File: src/rtl/uart_rx.sv
// uart_rx: 8N1 LSB-first UART receiver (in: clk, reset, rx; out: rx_data byte, rx_data_ready pulse, frame_error pulse)
module uart_rx #(
  parameter int CLKS_PER_BIT = 104
) (
  input  logic       clk,
  input  logic       reset,
  input  logic       rx,
  output logic [7:0] rx_data,
  output logic       rx_data_ready,
  output logic       frame_error
);
  localparam int HALF_BIT = CLKS_PER_BIT / 2;
  localparam int CW = $clog2(CLKS_PER_BIT + 1);
  typedef enum logic [2:0] {IDLE, START, DATA, STOP, BREAK} state_t;
  state_t state, state_n;
  logic rx_m, rx_s;
  logic [CW-1:0] cnt, cnt_n;
  logic [2:0] idx, idx_n;
  logic [7:0] shift, shift_n, data_n;
  logic ready_n, ferr_n;
  logic half_end, bit_end;
  assign half_end = cnt == CW'(HALF_BIT - 1);
  assign bit_end = cnt == CW'(CLKS_PER_BIT - 1);
  always_comb begin
    state_n = state;
    cnt_n = cnt + 1'b1;
    idx_n = idx;
    shift_n = shift;
    data_n = rx_data;
    ready_n = 1'b0;
    ferr_n = 1'b0;
    case (state)
      IDLE: begin
        cnt_n = '0;
        idx_n = '0;
        state_n = rx_s ? IDLE : START;
      end
      START: if (half_end) begin
        cnt_n = '0;
        state_n = rx_s ? IDLE : DATA;
      end
      DATA: if (bit_end) begin
        cnt_n = '0;
        shift_n[idx] = rx_s;
        idx_n = idx + 3'd1;
        state_n = (idx == 3'd7) ? STOP : DATA;
      end
      STOP: if (bit_end) begin
        cnt_n = '0;
        data_n = rx_s ? shift : rx_data;
        ready_n = rx_s;
        ferr_n = !rx_s;
        state_n = rx_s ? IDLE : BREAK;
      end
      BREAK: begin
        cnt_n = '0;
        state_n = rx_s ? IDLE : BREAK;
      end
      default: begin
        cnt_n = '0;
        idx_n = '0;
        state_n = IDLE;
      end
    endcase
  end
  always_ff @(posedge clk or posedge reset) begin
    if (reset) begin
      rx_m <= 1'b1;
      rx_s <= 1'b1;
      state <= IDLE;
      cnt <= '0;
      idx <= '0;
      shift <= '0;
      rx_data <= '0;
      rx_data_ready <= 1'b0;
      frame_error <= 1'b0;
    end else begin
      rx_m <= rx;
      rx_s <= rx_m;
      state <= state_n;
      cnt <= cnt_n;
      idx <= idx_n;
      shift <= shift_n;
      rx_data <= data_n;
      rx_data_ready <= ready_n;
      frame_error <= ferr_n;
    end
  end
endmodule

File: config.mk
export PLATFORM = sky130hd
export DESIGN_NAME = uart_rx
export DESIGN_NICKNAME = d
export VERILOG_FILES = /design/src/rtl/uart_rx.sv
export SDC_FILE = /design/constraint.sdc
export NUM_CORES = 1
export LEC_CHECK = 0
export CAP_MARGIN = 20
export CORE_MARGIN = 3
export CORE_UTILIZATION = 45
export CTS_CLUSTER_SIZE = 10
export DETAILED_ROUTE_END_ITERATION = 8
export PLACE_DENSITY_LB_ADDON = 0.25
export SKIP_LAST_GASP = 1
export SLEW_MARGIN = 20
export SYNTH_ARGS = -nofsm -noshare
export SYNTH_HDL_FRONTEND = slang
export SYNTH_SLANG_ARGS = --single-unit
File: constraint.sdc
create_clock -name clk -period 1.7 [get_ports clk]
set_clock_uncertainty 0.05 [all_clocks]
set_input_delay 0.17 -clock clk [delete_from_list [all_inputs] [get_ports clk]]
set_output_delay 0.17 -clock clk [all_outputs]
set_load 0.1 [all_outputs]
* After elaboration in Yosys (flattened, before gate mapping)
Index checks and enable logic that the tools add are counted.
** Word-level totals
- Flip-flop bits (word level) :: 33
- Latch bits :: 0
- RAM bits :: 0
- ROM bits :: 0
- Input bits :: 3
- Output and inout bits :: 10
- Logic and storage cells :: 53
- Memories :: 0
** Operators by class
- Add/subtract/negate cells :: 2
- Multipliers :: 0
- Div/mod/pow operators :: 0
- $lt $le $gt $ge :: 2
- Equality and inequality tests :: 10
- Shifts and indexed selects :: 0
- Mux-type cells :: 20
- Bitwise gates (word level) :: 1
- Reduce and logical (&&, ||, !) cells :: 9
** Operators by type and width (count)
- 2-to-1 mux 3 bit :: 5
- one-hot mux 3 bit (5 select lines) :: 1
- 2-to-1 mux 7 bit :: 2
- one-hot mux 7 bit (2 select lines) :: 1
- bitwise mux 8 bit :: 1
- adder 7 x 1 -> 7 bit (second input constant) :: 1
- == test 7 x 6 -> 1 bit (second input constant) :: 1
- == test 7 bit (second input constant) :: 1
- 2-to-1 mux 1 bit :: 7
- == test 3 x 2 -> 1 bit (second input constant) :: 2
- == test 3 bit (second input constant) :: 2
- != test 2 bit (second input constant) :: 3
- one-hot mux 3 bit (2 select lines) :: 1
- AND reduction 3 bit :: 2
- < comparator 3 x 4 -> 1 bit (second input constant) :: 1
- AND reduction 2 bit :: 2
- adder 3 x 1 -> 3 bit (second input constant) :: 1
- demux 1 bit (select 3 bit) :: 1
- == test 3 x 1 -> 1 bit (second input constant) :: 1
- greater-or-equal comparator 3 x 1 -> 1 bit (second input constant) :: 1
- logical NOT 3 bit :: 1
- OR reduction 3 bit :: 1
- 2-to-1 mux 2 bit :: 1
- OR reduction 2 bit :: 1
- 3 further kinds :: 3

* Longest topological paths before layout
Gate-level depths: netlist of the first run.
- Word-level depth :: 5
- Mapped depth :: 5
- Depth with buffers taken out :: 4

* Least setup slack after synthesis of the first run
No wires, ideal clock.
- Kind :: register to register
- From :: reg cnt[0]
- To :: reg shift[1]
- Library setup time :: 0.125 ns
- Arrival time :: 1.597 ns
- Required time :: 1.525 ns
- Setup slack :: -0.072 ns
- Stages on the path, launching flop included :: 6
- Path buffers :: 1
- Clock period less this slack :: 1.772 ns
- Cells stage by stage :: dfrtp_1 -> ha_1 -> nand3b_1 -> buf_2 -> nor4_1 -> mux2_2
** On the way
- Cells in the longest elaborated chain, start to end :: 2
** Ends and longest elaborated chain
- start, declared :: RTL line 17 : logic [CW-1:0] cnt, cnt_n;
- start signal, assigned :: RTL line 81 : cnt <= cnt_n;
- == test 7 bit :: RTL line 23 : assign bit_end = cnt == CW'(CLKS_PER_BIT - 1);
- AND reduction 2 bit (no source line)
- end signal, assigned :: RTL line 83 : shift <= shift_n;
- end, declared :: RTL line 19 : logic [7:0] shift, shift_n, data_n;
Every way passes these cells.
A chain may end at the register's enable or synchronous reset.

* Worst setup path after layout of the first run
- From :: reg state[0]
- To :: reg shift[0]
** On the way
- Cells in the longest elaborated chain, start to end :: 2
** Ends and longest elaborated chain
- start, declared :: RTL line 15 : state_t state, state_n;
- start signal, assigned :: RTL line 80 : state <= state_n;
- == test 3 x 2 -> 1 bit :: RTL line 32 : case (state)
- AND reduction 2 bit (no source line)
Every way passes these cells.

==> results of run 1 <==
cell families (layout without fill, tap and decap cells):
logic type               count (synthesis)  in the layout  share of synthesized area (%)
adder cells (fa/ha/maj)                  3              3                           2.21
buffers and inverters                   14             40                           3.83
AO/OA/AOI/OAI                           22             22                           9.14
multiplexers                            16             16                           10.6
AND/OR/NAND/NOR                         55             55                           23.8
flip-flops                              33             33                           48.8
XOR/XNOR                                 3              3                           1.55
sequential cells by signal (all words and copies together) (netlist names):
signal         flops
state              3
rx_data_ready      1
idx                3
rx_data            8
shift              8
rx_m               1
rx_s               1
frame_error        1
cnt                7
where the power goes:
| group | leakage (nW) | internal, W | switching (W) |
|---|---|---|---|
| Clock | 0.0450 | 0.000283 | 0.000265 |
| Sequential | 0.438 | 0.000790 | 0.000000949 |
| Combinational | 0.499 | 0.00000769 | 0.0000198 |
timing repair:
action / in CTS / in global routing
setup endpoints to repair: 2 / 22
hold endpoints to repair: 0 / 0
cloned: 0 / 0
pin swaps: 1 / 1
resized for setup: 0 / 19
metrics by stage:
step                      hold WS [ns]  worst slack [ns]  instance area (µm²)  std cells
after global routing             0.232            -0.120                 2230        218
after global placement           0.296            0.0418                 2060        210
after detailed placement         0.301           -0.0558                 2060        210
final                            0.220           -0.0679                 2230        218
after floorplan                  0.124          -0.00862                 1720        146
after CTS                        0.224           -0.0664                 2150        218
cell type report:
class	instances	area, µm²
clock buffers	6	72.6
clock inverters	2	10.0
fillers	268	1260
inverters	2	7.51
multi-input cells	99	883
flip-flops and latches	33	830
well taps	46	57.6
repair buffers	30	370
worst max path at each step:
stage               startpoint       end  slack (ns)
floorplan               cnt[0]  shift[1]      -0.009
global placement        cnt[1]  shift[6]        0.04
detailed placement    state[0]  shift[4]       -0.06
CTS                   state[0]  shift[4]       -0.07
global route          state[2]  shift[0]       -0.12
finish                state[0]  shift[0]       -0.07
layout by cell type, fill, tap and decap left out, types with 3 or more instances in the layout:
cell	instances
dfrtp_1	30
buf_4	14
buf_12	10
mux2_2	9
nand3_1	8
nand4_1	7
mux2_4	6
clkbuf_8	5
o21ai_0	4
nor2_1	4
nor4_2	4
buf_6	4
nor2b_1	3
nand2_1	3
a211oi_1	3
and2_1	3
a22oi_1	3
o211ai_1	3
tightest hold or removal path, cell delays in order:
cell             delay (ns)
clkdlybuf4s50_1        0.39
inv_1                  0.05
buf_4                  0.36
routing by layer:
layer  global-route usage (%)  part of all wire (%)  vias up
met2                     29.7                    49       33
li1                         -                     -      604
met4                     7.85                   1.7        0
met1                     24.8                    45      683
met3                     5.66                   4.1        5
met5                        0                     0        -
==> metrics.txt, run 1 <==
count of max-cap constraint violations=0; number of vias in the routed layout=1325; setup repair after global routing missed its margin=yes; Synth Net Count=152; hold buffers post-CTS=0; GP Congestion=0.865; number of flip-flops and latches in the synthesized netlist=33; DRT Wirelength=3720 µm; diode insertion count for antenna repair=0; Min Clock Period, post-route=1.77 ns; number of flops mapped to enable cells by yosys=0; leading post-synthesis cells by cell area=dfrtp_1 (46%), mux2_2 (10%), dfstp_2 (3.1%); kind of critical path=reg -> reg; die boundary width=67.4 µm; clock insertion delay at the later pin of the skew report=0.28 ns; terminus of the critical flop-to-flop path=shift[0]; per-cell routed wire length=17.1 µm; HPWL after detailed placement=2490 µm; H-Tree Depth=2; power per cell area=612 nW/µm²; vertical die dimension=67.4 µm; element type at the critical path start=flip-flop; number of hold-slack violations in the final timing report=0; violated checks=setup timing; cell with the biggest individual delay on the critical path=or4b_1; Hold WC Path Type=in -> async; relative slew slack=69.7%; FF-to-FF setup slack=-0.07 ns; Async SR Flop Fraction=100%; row count=21; post-synthesis cell area=1700 µm²; number of cells on the worst reg-to-reg path=3; list of most frequent post-synthesis cells=dfrtp_1 (31), mux2_2 (15), nand3_1 (8); TritonRoute pass-1 iters=4; library cell used as clock root buffer=clkbuf_8; Main synth FF type=dfrtp_1; fin util=63.8%; area added between synthesis and finish=31.5%; largest delay contributor family on the critical path=simple AND/OR/NAND/NOR gates; post-route ant nets=0; register area share after synthesis=48.8%; Final setup violation count=1; post-layout net count=177; biggest fanout along the worst timing path=2; Syn Inst Count=146; number of buffers inserted by port buffering=12; outcome=finished, violations left; number of remaining DRC errors=0; final worst setup slack=-0.0679 ns; Via density=6.08; buffer and inverter count on the worst path=0; startpoint of the most critical register-to-register path=state[0]; final count of pins violating max slew=0; Cell Chain, Critical Path=or4b_1 -> nor4_2 -> mux2_1; Avg Inst Size Synth=11.6 µm²; initial antenna violation count=0; Total Power=0.00137 W; post-CTS setup repair buffer count=0; cts bufs inserted=5; Final TNS setup=-0.0679 ns; effective utilization at floorplan=48.5%; share of post-route cells with drive strength above 1=39.0%; CTS tree=yes; warnings from Yosys=0; required time of the worst setup path=1.81 ns; Critical Path End Type=flip-flop; Pleak=0.981 nW; maximum number of pins on one net before global-route repair=34; first-pass GRT wire length=6300 µm; number of sinks driven by the clock tree=33; Detailed Route Iter0 Violations=88; max incr delay on CP=0.59 ns; Core Area=3490 µm²; top cell type's share of synthesized area=45.7%; most frequently used cell type in the post-synthesis netlist=dfrtp_1; Max VDD drop=486 µV; Distinct cells, synth=47; arrival time at the worst endpoint=1.88 ns; full die area=4540 µm²; vias in the first global route=1333; clock-pin transition on the worst setup and hold timing paths=0.06 ns; upper clock frequency limit=0.566 GHz; Tot GR Track Use=19.1%; largest area contributor in the synthesized netlist=dfrtp_1; transition time at the pin with the least slew margin=0.454 ns; Clock Tree Buf Depth=2; fraction of the cycle the final worst path needs=104%; logic depth of the worst setup path including buffers=3; GRT overflow=0; number of top-level pins=13
(Power assumes the default switching activity.)
==> run 2: changes to the inputs <==
Settings changed: CAP_MARGIN 20 to 15.
==> results of run 2 <==
Same layout as run 1: the final DEF is identical, and so are final timing and power.
